==> src/rtl/cpu_types_pkg.sv <==
// Shared types for the cache block's memory-side arbiter: RAM status, data word, arbiter FSM state.
// Also holds the starvation counter width and its saturating increment.
package cpu_types_pkg;

  typedef logic [31:0] word_t;

  typedef enum logic [1:0] {
    FREE   = 2'd0,
    BUSY   = 2'd1,
    ACCESS = 2'd2,
    ERROR  = 2'd3
  } ramstate_t;

  typedef enum logic [1:0] {
    IDLE   = 2'd0,
    IGRANT = 2'd1,
    DGRANT = 2'd2
  } arb_state_t;

  localparam int unsigned STARVE_CNT_W = 4;
  typedef logic [STARVE_CNT_W-1:0] starve_cnt_t;

  function automatic starve_cnt_t starve_sat_inc(input starve_cnt_t cnt);
    return (cnt == '1) ? cnt : cnt + starve_cnt_t'(1);
  endfunction

endpackage

==> src/rtl/cache_mem_arbiter_if.sv <==
// Memory-side bundle between the two caches, the shared RAM port and the arbiter.
// master = arbiter view; slave = the caches and RAM view.
interface cache_mem_arbiter_if;
  import cpu_types_pkg::*;

  logic      iREN;
  word_t     iaddr;
  logic      dREN;
  logic      dWEN;
  word_t     daddr;
  word_t     dstore;
  logic      iwait;
  logic      dwait;
  word_t     iload;
  word_t     dload;
  logic      ramREN;
  logic      ramWEN;
  word_t     ramaddr;
  word_t     ramstore;
  word_t     ramload;
  ramstate_t ramstate;

  modport master (
    input  iREN, iaddr, dREN, dWEN, daddr, dstore, ramload, ramstate,
    output iwait, dwait, iload, dload, ramREN, ramWEN, ramaddr, ramstore
  );

  modport slave (
    output iREN, iaddr, dREN, dWEN, daddr, dstore, ramload, ramstate,
    input  iwait, dwait, iload, dload, ramREN, ramWEN, ramaddr, ramstore
  );

endinterface

==> src/rtl/cache_mem_arbiter.sv <==
// Shares one RAM port between icache and dcache: data wins by default, a starvation counter forces a fetch.
// Grant is held until the RAM reports ACCESS; completion (wait low, load valid) is combinational in that cycle.
module cache_mem_arbiter
  import cpu_types_pkg::*;
#(
  parameter int unsigned STARVE_LIMIT = 4
) (
  input  logic                       CLK,
  input  logic                       RST,
  cache_mem_arbiter_if.master        bus
);

  localparam starve_cnt_t LIMIT = starve_cnt_t'(STARVE_LIMIT);

  arb_state_t  state_q, state_d;
  starve_cnt_t starve_cnt_q, starve_cnt_d;
  logic        d_req;
  logic        ram_access;

  assign d_req      = bus.dREN | bus.dWEN;
  assign ram_access = (bus.ramstate == ACCESS);

  always_comb begin
    state_d      = state_q;
    starve_cnt_d = starve_cnt_q;
    unique case (state_q)
      IDLE: begin
        if (d_req && (!bus.iREN || (starve_cnt_q < LIMIT))) begin
          state_d      = DGRANT;
          starve_cnt_d = bus.iREN ? starve_sat_inc(starve_cnt_q) : '0;
        end else if (bus.iREN) begin
          state_d      = IGRANT;
          starve_cnt_d = '0;
        end else begin
          starve_cnt_d = '0;
        end
      end
      // A dropped request releases the grant without signalling completion.
      IGRANT: if (!bus.iREN || ram_access) state_d = IDLE;
      DGRANT: if (!d_req || ram_access) state_d = IDLE;
      default: state_d = IDLE;
    endcase
  end

  always_ff @(posedge CLK) begin
    if (RST) begin
      state_q      <= IDLE;
      starve_cnt_q <= '0;
    end else begin
      state_q      <= state_d;
      starve_cnt_q <= starve_cnt_d;
    end
  end

  // Address and data are driven live from the granted requester, never latched.
  always_comb begin
    bus.iwait    = 1'b1;
    bus.dwait    = 1'b1;
    bus.iload    = '0;
    bus.dload    = '0;
    bus.ramREN   = 1'b0;
    bus.ramWEN   = 1'b0;
    bus.ramaddr  = '0;
    bus.ramstore = '0;
    unique case (state_q)
      IGRANT: begin
        bus.ramREN  = 1'b1;
        bus.ramaddr = bus.iaddr;
        if (bus.iREN && ram_access) begin
          bus.iwait = 1'b0;
          bus.iload = bus.ramload;
        end
      end
      DGRANT: begin
        bus.ramREN   = bus.dREN & ~bus.dWEN;
        bus.ramWEN   = bus.dWEN;
        bus.ramaddr  = bus.daddr;
        bus.ramstore = bus.dstore;
        if (d_req && ram_access) begin
          bus.dwait = 1'b0;
          if (!bus.dWEN) bus.dload = bus.ramload;
        end
      end
      default: ;
    endcase
  end

endmodule

==> src/flat_wrapper.sv <==
// flat-port wrapper written by rule: the top's interface ports become plain ports
module cache_mem_arbiter_flat import cpu_types_pkg::*;
#(
  parameter int unsigned STARVE_LIMIT = 4
)
  (CLK, RST, bus_iREN, bus_iaddr, bus_dREN, bus_dWEN, bus_daddr, bus_dstore, bus_ramload, bus_ramstate, bus_iwait, bus_dwait, bus_iload, bus_dload, bus_ramREN, bus_ramWEN, bus_ramaddr, bus_ramstore);
  cache_mem_arbiter_if bus_i ();
  input  logic CLK;
  input  logic RST;
  input wire logic [$bits(bus_i.iREN)-1:0] bus_iREN;
  input wire logic [$bits(bus_i.iaddr)-1:0] bus_iaddr;
  input wire logic [$bits(bus_i.dREN)-1:0] bus_dREN;
  input wire logic [$bits(bus_i.dWEN)-1:0] bus_dWEN;
  input wire logic [$bits(bus_i.daddr)-1:0] bus_daddr;
  input wire logic [$bits(bus_i.dstore)-1:0] bus_dstore;
  input wire logic [$bits(bus_i.ramload)-1:0] bus_ramload;
  input wire logic [$bits(bus_i.ramstate)-1:0] bus_ramstate;
  output wire logic [$bits(bus_i.iwait)-1:0] bus_iwait;
  output wire logic [$bits(bus_i.dwait)-1:0] bus_dwait;
  output wire logic [$bits(bus_i.iload)-1:0] bus_iload;
  output wire logic [$bits(bus_i.dload)-1:0] bus_dload;
  output wire logic [$bits(bus_i.ramREN)-1:0] bus_ramREN;
  output wire logic [$bits(bus_i.ramWEN)-1:0] bus_ramWEN;
  output wire logic [$bits(bus_i.ramaddr)-1:0] bus_ramaddr;
  output wire logic [$bits(bus_i.ramstore)-1:0] bus_ramstore;
  assign bus_i.iREN = bus_iREN;
  assign bus_i.iaddr = bus_iaddr;
  assign bus_i.dREN = bus_dREN;
  assign bus_i.dWEN = bus_dWEN;
  assign bus_i.daddr = bus_daddr;
  assign bus_i.dstore = bus_dstore;
  assign bus_i.ramload = bus_ramload;
  assign bus_i.ramstate = bus_ramstate;
  assign bus_iwait = bus_i.iwait;
  assign bus_dwait = bus_i.dwait;
  assign bus_iload = bus_i.iload;
  assign bus_dload = bus_i.dload;
  assign bus_ramREN = bus_i.ramREN;
  assign bus_ramWEN = bus_i.ramWEN;
  assign bus_ramaddr = bus_i.ramaddr;
  assign bus_ramstore = bus_i.ramstore;
  cache_mem_arbiter #(.STARVE_LIMIT(STARVE_LIMIT)) u_core (.CLK(CLK), .RST(RST), .bus(bus_i));
endmodule
==> config.mk <==
export PLATFORM = sky130hd
export DESIGN_NAME = cache_mem_arbiter_flat
export DESIGN_NICKNAME = d
export VERILOG_FILES = /design/src/rtl/cpu_types_pkg.sv /design/src/rtl/cache_mem_arbiter_if.sv /design/src/rtl/cache_mem_arbiter.sv /design/src/flat_wrapper.sv
export SDC_FILE = /design/constraint.sdc
export NUM_CORES = 1
export LEC_CHECK = 0
export CAP_MARGIN = 10
export CORE_AREA = 2 2 103 105
export CTS_CLUSTER_DIAMETER = 200
export DETAILED_ROUTE_END_ITERATION = 12
export DIE_AREA = 0 0 105 107
export GPL_TIMING_DRIVEN = 0
export MAX_ROUTING_LAYER = met4
export SYNTH_ARGS = -nofsm -noshare
export SYNTH_HDL_FRONTEND = slang
export SYNTH_SLANG_ARGS = --single-unit
==> constraint.sdc <==
create_clock -name CLK -period 1.3 [get_ports CLK]
set_input_delay 0.13 -clock CLK [delete_from_list [all_inputs] [get_ports CLK]]
set_output_delay 0.13 -clock CLK [all_outputs]
set_load 0.02 [all_outputs]
Yosys cells after proc, flatten, opt, wreduce, memory -nomap -nowiden
Cells that the tools add are included.
Widths: inputs -> output; s select.
{ "word_totals": {"ff_bits": 6, "inputBits": 135, "output_inout_bits": 132, "wordCells": 47} }
{ "op_classes": {"add_sub_neg": 1, "n_lt_le_gt_ge": 1, "eq_ne": 8, "mux": 21, "n_bitwise": 3, "reduce_logical": 11} }
{ "ops": {"columns": ["cell", "count"], "rows": [
  ["$mux 32", 6],
  ["$pmux 32 s2", 1],
  ["$mux 4", 3],
  ["$mux 2", 4],
  ["$pmux 2 s3", 1],
  ["$mux 1", 5],
  ["$add 4x1->4 const B", 1],
  ["$eq 2x2->1 const B", 2],
  ["$eq 4x4->1 const B", 1],
  ["$lt 4x3->1 const B", 1],
  ["$ne 2x1->1 const B", 2],
  ["$logic_and 1x1->1", 3],
  ["$logic_or 1x1->1", 3],
  ["$ne 3x2->1 const B", 1],
  ["$ne 3x3->1 const B", 1],
  ["$reduce_and 3->1", 1],
  ["$eq 2x1->1 const B", 1],
  ["$logic_not 1->1", 2],
  ["$logic_not 2->1", 1],
  ["$pmux 1 s2", 1],
  ["$reduce_and 2->1", 1],
  ["$and 1x1->1", 1],
  ["$not 1->1", 1],
  ["$or 1x1->1", 1]
]} }

Longest topological paths before layout
Gate-level depths: netlist of the first run.
{ "logic_depth": {"ltp_word": 5, "ltp_mapped": 6, "mapped_depth_nobuf": 6} }

Worst setup path before layout of the first run
No wires, ideal clock.
{ "synth_path": {"kind": "register to output", "start": "reg u_core.state_q[0]", "end": "out bus_ramaddr[11]", "arrival_time_ns": 1.368, "t_required_ns": 1.170, "path_slack_ns": -0.198, "stages_incl_launch_ff": 6, "path_buffers": 1, "path_cell_list": "dfxtp_1 > inv_1 > ha_1 > clkbuf_1 > a22oi_1 > nor2b_1"} }
{ "synth_between": {"elab_chain_cells": 2, "word_cells_on_any_way": 3, "cone_classes": "eq/ne: 2; mux: 1"} }
{ "synth_rtl": {"columns": ["element", "line", "source"], "rows": [
  ["start: declaration", "cache_mem_arbiter.sv:15", "arb_state_t state_q, state_d;"],
  ["start signal: assignment", "cache_mem_arbiter.sv:50", "state_q <= state_d;"],
  ["$eq 2x2->1 / $eq 2x1->1 (equally long branches)", "cache_mem_arbiter.sv:65", "unique case (state_q)"],
  ["$pmux 32 s2 *", "cache_mem_arbiter.sv:65", null],
  ["end: declaration", "flat_wrapper.sv:24", "output wire logic [$bits(bus_i.ramaddr)-1:0] bus_ramaddr;"]
]} }
Mark *: on every way between the ends. The rest lies on a longest branch, timed or not.

Worst setup path after layout of the first run
{ "layout_path": {"start": "reg u_core.state_q[0]", "end": "out bus_dload[23]"} }
{ "layout_between": {"elab_chain_cells": 2} }
{ "layout_rtl": {"columns": ["element", "line", "source"], "rows": [
  ["$eq 2x2->1", "cache_mem_arbiter.sv:65", null],
  ["$mux 32", "cache_mem_arbiter.sv:65", null],
  ["end: declaration", "flat_wrapper.sv:21", "output wire logic [$bits(bus_i.dload)-1:0] bus_dload;"]
]} }
No other way between the ends.

==> impl_metrics.env, run 1 <==
export IMPL_syn_nets=372
export IMPL_fp_dieH_um=107
export IMPL_crit_start="u_core.state_q[0]"
export IMPL_synth_area_um2=1567
export IMPL_max_freq_mhz=577.1
export IMPL_viasPerCell=4.377
export IMPL_std_cell_rows=37
export IMPL_p_per_area_nw_per_um2=577.6
export IMPL_rsz0062_at_grt="true"
export IMPL_io_buffers=266
export IMPL_clkSlewWorstSetupHoldPaths_ps=40
export IMPL_postSynthAreaPerCell_um2=6.781
export IMPL_busiest_layer="met2"
export IMPL_core_area_um2=10090
export IMPL_status="finished, violations left"
export IMPL_grt_pass1_vias=3149
export IMPL_ys_flop_type="dfxtp_1"
export IMPL_area_growth_synth_to_final_pct=272.4
export IMPL_dieWidth_um=105
export IMPL_fin_nets=684
export IMPL_antenna_found_initial=0
export IMPL_initial_core_util=0.1552
export IMPL_drc=0
export IMPL_synth_seq_cells=6
export IMPL_final_util=0.5780
export IMPL_cp_max_fo=5
export IMPL_wl_per_cell_um=17.19
export IMPL_grtUsageTotal=0.1859
export IMPL_synth_seq_area_share=0.07668
export IMPL_wl_um=11640
export IMPL_vias=2963
export IMPL_critPathCaptureType="output port"
export IMPL_fin_crit_sh=1.333
export IMPL_crit_arrival_ps=1600
export IMPL_place_inst=633
export IMPL_pin_count=267
export IMPL_drt_initial_drc_count=91
export IMPL_synth_warnings=0
export IMPL_fin_skew_ps=0.3734
export IMPL_cts_buffers_inserted=3
export IMPL_p_leak_uw=0.002561
export IMPL_start_kind="register"
export IMPL_grt_pass1_wl_um=16500
export IMPL_synth_edf_count=0
export IMPL_cts_max_path_buffers=2
export IMPL_gp_congestion=0.7975
export IMPL_cap_violations=0
export IMPL_grtUsageMet3=0.02432
export IMPL_final_cell_area_um2=5833
export IMPL_worst_pin_slew_ps=328.8
export IMPL_ys_types=28
export IMPL_insertion_delay_ps=220
export IMPL_slew_viol_final=0
export IMPL_setup_viol=134
export IMPL_violations="negative setup slack"
export IMPL_worstSetupPathType="register to output port"
export IMPL_place_hpwl_um=8378
export IMPL_syn_instance_count=231
export IMPL_fin_ws_ps=-432.7
export IMPL_pre_cts_ws_ps=-905.9
export IMPL_p_total_uw=3369
export IMPL_drt_antenna_violating_nets=0
export IMPL_numClockSinks=6
export IMPL_diodes=0
export IMPL_fin_cells=677
export IMPL_irDropWorstVdd_uv=370.4
export IMPL_hold_path_class="register to register"
export IMPL_fin_crit_ps=1733
export IMPL_slew_headroom=0.7808
export IMPL_clockRootBuffer="clkbuf_8"
export IMPL_ys_async_sr_fraction=0
export IMPL_placed_area_um2=4761
export IMPL_met2_usage=0.3581
export IMPL_grt_max_degree=11
export IMPL_hold_viol=0
export IMPL_fillers=932
export IMPL_layout_drive_gt1_share=0.6470
export IMPL_die_area_um2=11240
export IMPL_grt_overflow_total=0
export IMPL_grt_met1_usage=0.2092
export IMPL_reg2reg_from="u_core.state_q[0]"
export IMPL_h_tree_depth=1
export IMPL_cp_required_ps=1170
export IMPL_cts_tree="built"
export IMPL_worstHoldStart="u_core.starve_cnt_q[3]"
export IMPL_drt_first_pass_iters=4
==> routing by layer <==
layer  share of wire  wire [µm]
met1            0.39       4519
met2            0.56       6465
met3           0.046        537
met4          0.0097        113
met5               0          0
==> critical path, cell delays in order (launching register included) <==
cell and delay [ps]:
dfxtp_4 350, inv_6 70, ha_4 150, and3b_2 350, buf_6 160, and3_4 180, buf_6 110
==> path summary, 6_finish.rpt <==
check / endpoint / slack (ps) / cells after the start
max reg2reg: u_core.state_q[1] / -220 / 8
min: u_core.starve_cnt_q[3] / 470 / 1
min reg2reg: u_core.starve_cnt_q[3] / 470 / 1
max: bus_dload[23] / -430 / 6
==> through the flow <==
| step | hold slack, ps | setup TNS, ps |
|---|---|---|
| after floorplan | 187.3 | -413.1 |
| after global placement | 454.0 | -98180 |
| after detailed placement | 464.2 | -100540 |
| after CTS | 469.1 | -39610 |
| after global routing | 499.8 | -49830 |
| final | 465.9 | -43160 |
==> what timing repair did <==
action	CTS	global route
hold buffers	0	0
endpoints found under the hold margin	0	0
cloned	6	6
pin swaps	21	16
setup endpoints to repair	134	134
gates resized for setup	778	140
buffers inserted	13	21
==> flip-flops by register name, summed over array words and instances (netlist names) <==
name / count
u_core.starve_cnt_q: 4
u_core.state_q: 2
==> synth_stat cells (2+ instances only) <==
cell type | n | share of area
and2_1 | 33 | 0.13
clkbuf_1 | 14 | 0.034
buf_2 | 8 | 0.026
clkbuf_2 | 4 | 0.013
o21a_1 | 3 | 0.014
o21ai_0 | 4 | 0.013
nor2b_1 | 32 | 0.13
a21oi_1 | 5 | 0.016
nand2b_1 | 3 | 0.012
a22oi_1 | 32 | 0.15
dfxtp_1 | 6 | 0.077
nand4_1 | 2 | 0.0080
ha_1 | 6 | 0.048
inv_1 | 2 | 0.0048
and3_1 | 64 | 0.26
==> power by group <==
| part | switching (µW) | internal [µW] | total [µW] |
|---|---|---|---|
| clock network | 75.0 | 198 | 273 |
| registers | 21.1 | 199 | 220 |
| logic | 1110 | 1770 | 2880 |
==> cell families (layout without fill, tap and decap cells) <==
logic type / count (synthesis) / after routing / synth area share
adder cells (fa/ha/maj): 6 / 6 / 0.04792
AND/OR/NAND/NOR: 144 / 145 / 0.5831
AO/OA/AOI/OAI: 46 / 46 / 0.2109
buffers and inverters: 29 / 338 / 0.08147
flip-flops: 6 / 6 / 0.07668
==> placed cells by master (no fill, tap or decap), types with 2 or more instances in the layout <==
| master | instances |
|---|---|
| clkdlybuf4s50_1 | 133 |
| buf_6 | 122 |
| and2_4 | 34 |
| and3_4 | 34 |
| a22oi_2 | 32 |
| and3_1 | 30 |
| buf_4 | 24 |
| buf_2 | 22 |
| nor2b_2 | 18 |
| nor2b_4 | 15 |
| buf_8 | 10 |
| clkbuf_8 | 8 |
| clkbuf_16 | 6 |
| buf_12 | 6 |
| clkbuf_2 | 4 |
| o21ai_0 | 4 |
| a21oi_1 | 4 |
| ha_4 | 4 |
| dfxtp_1 | 4 |
| nand2b_1 | 3 |
| inv_6 | 2 |
| and3b_2 | 2 |
| o21a_1 | 2 |
| nand4_1 | 2 |
| ha_1 | 2 |
| dfxtp_4 | 2 |
==> area by class of cell <==
type,instances,area [µm²],area share
multi-input cells,197,1963,0.3366
repair buffers,311,3224,0.5528
flip-flops and latches,6,127.6,0.02188
well taps,136,170.2,0.02917
plain buffers,22,289.0,0.04955
clock buffers,3,41.29,0.007079
inverters,2,17.52,0.003003
Power figures use the tool's default switching activity.
==> run 2, diff against run 1 <==
--- a/config.mk
+++ b/config.mk
@@ -5,8 +5,8 @@
 export SDC_FILE = /design/constraint.sdc
 export NUM_CORES = 1
 export LEC_CHECK = 0
-export CAP_MARGIN = 10
 export CORE_AREA = 2 2 103 105
+export CTS_BUF_LIST = sky130_fd_sc_hd__clkbuf_8 sky130_fd_sc_hd__clkbuf_16
 export CTS_CLUSTER_DIAMETER = 200
 export DETAILED_ROUTE_END_ITERATION = 12
 export DIE_AREA = 0 0 105 107
==> results of run 2 <==
Final layout, timing and power as in run 1 (identical DEF).
==> run 3, diff against run 2 <==
--- a/config.mk
+++ b/config.mk
@@ -12,6 +12,7 @@
 export DIE_AREA = 0 0 105 107
 export GPL_TIMING_DRIVEN = 0
 export MAX_ROUTING_LAYER = met4
+export PLACE_DENSITY = 0.68
 export SYNTH_ARGS = -nofsm -noshare
 export SYNTH_HDL_FRONTEND = slang
 export SYNTH_SLANG_ARGS = --single-unit
==> constraint.sdc (replaced) <==
create_clock -name CLK -period 1.4 [get_ports CLK]
set_input_delay 0.14 -clock CLK [delete_from_list [all_inputs] [get_ports CLK]]
set_output_delay 0.14 -clock CLK [all_outputs]
set_load 0.02 [all_outputs]
==> impl_metrics.env, run 3 (synthesis results as in run 1) <==
export IMPL_status="finished, violations left"
export IMPL_violations="negative setup slack"
export IMPL_hold_viol=0
export IMPL_grt_overflow_total=0
export IMPL_top_register="u_core.starve_cnt_q"
export IMPL_p_comb_frac=0.844
export IMPL_drt_antenna_violating_nets=0
export IMPL_path_buf_inv=3
export IMPL_pre_cts_ws_ps=-840.7
export IMPL_grt_pass1_wl_um=17060
export IMPL_h_tree_depth=1
export IMPL_cts_buffers_inserted=3
export IMPL_path_delay_family="simple AND/OR/NAND/NOR gates"
export IMPL_vias=3076
export IMPL_worstHoldStart="u_core.starve_cnt_q[2]"
export IMPL_dieWidth_um=105
export IMPL_std_cell_rows=37
export IMPL_fin_ws_ps=-329.0
export IMPL_irDropWorstVdd_uv=347.1
export IMPL_layout_drive_gt1_share=0.6946
export IMPL_io_buffers=266
export IMPL_insertion_delay_ps=220
export IMPL_place_hpwl_um=8429
export IMPL_cts_max_path_buffers=2
export IMPL_final_cell_mix="buf_6, clkdlybuf4s50_1, and3_4"
export IMPL_drt_first_pass_iters=4
export IMPL_cts_tree="built"
export IMPL_wl_per_cell_um=17.90
export IMPL_cp_required_ps=1260
export IMPL_hold_path_class="register to register"
export IMPL_power_share_clock=0.088
export IMPL_p_seq_frac=0.069
export IMPL_cpPeakStageDelay_ps=350
export IMPL_gp_congestion=0.8422
export IMPL_drt_initial_drc_count=126
export IMPL_initial_core_util=0.1552
export IMPL_largestRegisters="u_core.starve_cnt_q: 4 flops, u_core.state_q: 2 flops"
export IMPL_area_growth_synth_to_final_pct=280.8
export IMPL_p_leak_uw=0.002451
export IMPL_final_util=0.5911
export IMPL_slew_viol_final=0
export IMPL_fin_crit_sh=1.235
export IMPL_diodes=0
export IMPL_rsz0062_at_grt="true"
export IMPL_reg2reg_from="u_core.state_q[0]"
export IMPL_clkSlewWorstSetupHoldPaths_ps=40
export IMPL_worst_pin_slew_ps=336.7
export IMPL_cap_violations=0
export IMPL_viasPerCell=4.571
export IMPL_p_int_uw=1840
export IMPL_fin_nets=680
export IMPL_wl_um=12050
export IMPL_die_area_um2=11240
export IMPL_setup_viol=134
export IMPL_clockRootBuffer="clkbuf_8"
export IMPL_cpMaxStageDelayCell="dfxtp_4"
export IMPL_grt_pass1_vias=3228
export IMPL_crit_chain="inv_6 -> ha_4 -> and3b_2 -> buf_8 -> and3_4 -> buf_6"
export IMPL_mostFrequentLayoutCell="buf_6"
export IMPL_fp_dieH_um=107
export IMPL_antenna_found_initial=0
export IMPL_drc=0
export IMPL_crit_arrival_ps=1590
export IMPL_max_freq_mhz=578.4
export IMPL_core_area_um2=10090
export IMPL_slew_headroom=0.7755
export IMPL_pin_count=267
export IMPL_switching_share=0.3680
export IMPL_p_per_area_nw_per_um2=488.1
export IMPL_critPathCaptureType="output port"
export IMPL_fin_crit_ps=1729
export IMPL_crit_start="u_core.state_q[0]"
export IMPL_worstSetupPathType="register to output port"
export IMPL_grtUsageTotal=0.1956
export IMPL_netSwitchingPower_uw=1072
export IMPL_grt_max_degree=11
export IMPL_fin_skew_ps=2.356
export IMPL_start_kind="register"
export IMPL_whs_ps=469.4
export IMPL_cp_max_fo=5
export IMPL_largest_register_ffs=4
export IMPL_numClockSinks=6
export IMPL_ctsHoldBuffers=0
## run 3: changes by cell type in the layout (fill, tap and decap cells not counted), moves of 2 or more
cell,change
and3_1,-30
and3_4,+27
buf_2,-20
buf_6,+17
nor2b_4,-8
nor2b_2,+5
and3_2,+3
buf_4,+3
nor2b_1,+3
clkbuf_16,-2
clkbuf_2,-2
## run 3: worst min-delay path, stage by stage, from the launching register on
cell      delay, ps
dfxtp_1         300
nand2b_1         60
a21oi_1          50
## run 3: path summary, 6_finish.rpt
path	slack, ps	endpoint	depth (start not counted)
max	-330	bus_dload[20]	6
min	470	u_core.starve_cnt_q[2]	2
max reg2reg	-190	u_core.state_q[1]	8
min reg2reg	470	u_core.starve_cnt_q[2]	2
## run 3: metrics by stage
stage          area [µm²]  total power (µW)  instances  TNS [ps]
3_5_place_dp         4521              1830        633    -96620
4_1_cts              5458              2726        663    -27400
2_1_floorplan        1688             952.6        231    -56.05
6_report             5966              2912        673    -28900
3_3_place_gp         4521              1809        633    -93220
5_1_grt              5966              3072        673    -35320
## run 3: layout make-up
class                           count  area (µm²)
Inverter                            2       15.01
Multi-Input combinational cell    198        2071
Timing Repair Buffer              304        3228
Clock buffer                        3       41.29
Buffer                             24       312.8
Fill cell                         877        4126
Sequential cell                     6       127.6
Tap cell                          136       170.2
## run 3: routing by layer
| layer | share of wire | vias to the layer above | global-route usage |
|---|---|---|---|
| li1 | - | 1449 | - |
| met1 | 0.37 | 1488 | 0.2135 |
| met2 | 0.56 | 127 | 0.3780 |
| met3 | 0.050 | 12 | 0.02918 |
| met4 | 0.013 | 0 | 0.03524 |
| met5 | 0 | - | - |
## run 3: timing repair
action	4_1_cts	5_1_grt
resized for setup	907	130
endpoints found under the setup margin	134	134
buffers inserted	15	11
pin swaps	19	10
gates cloned	13	4
## run 3: power groups by stage
stage | logic, µW | clock network, µW | registers [µW]
2_1_floorplan | 760 | 0 | 193
5_1_grt | 2600 | 273 | 203
4_1_cts | 2260 | 266 | 203
6_report | 2460 | 255 | 201
3_3_place_gp | 1620 | 0 | 194
3_5_place_dp | 1630 | 0 | 195
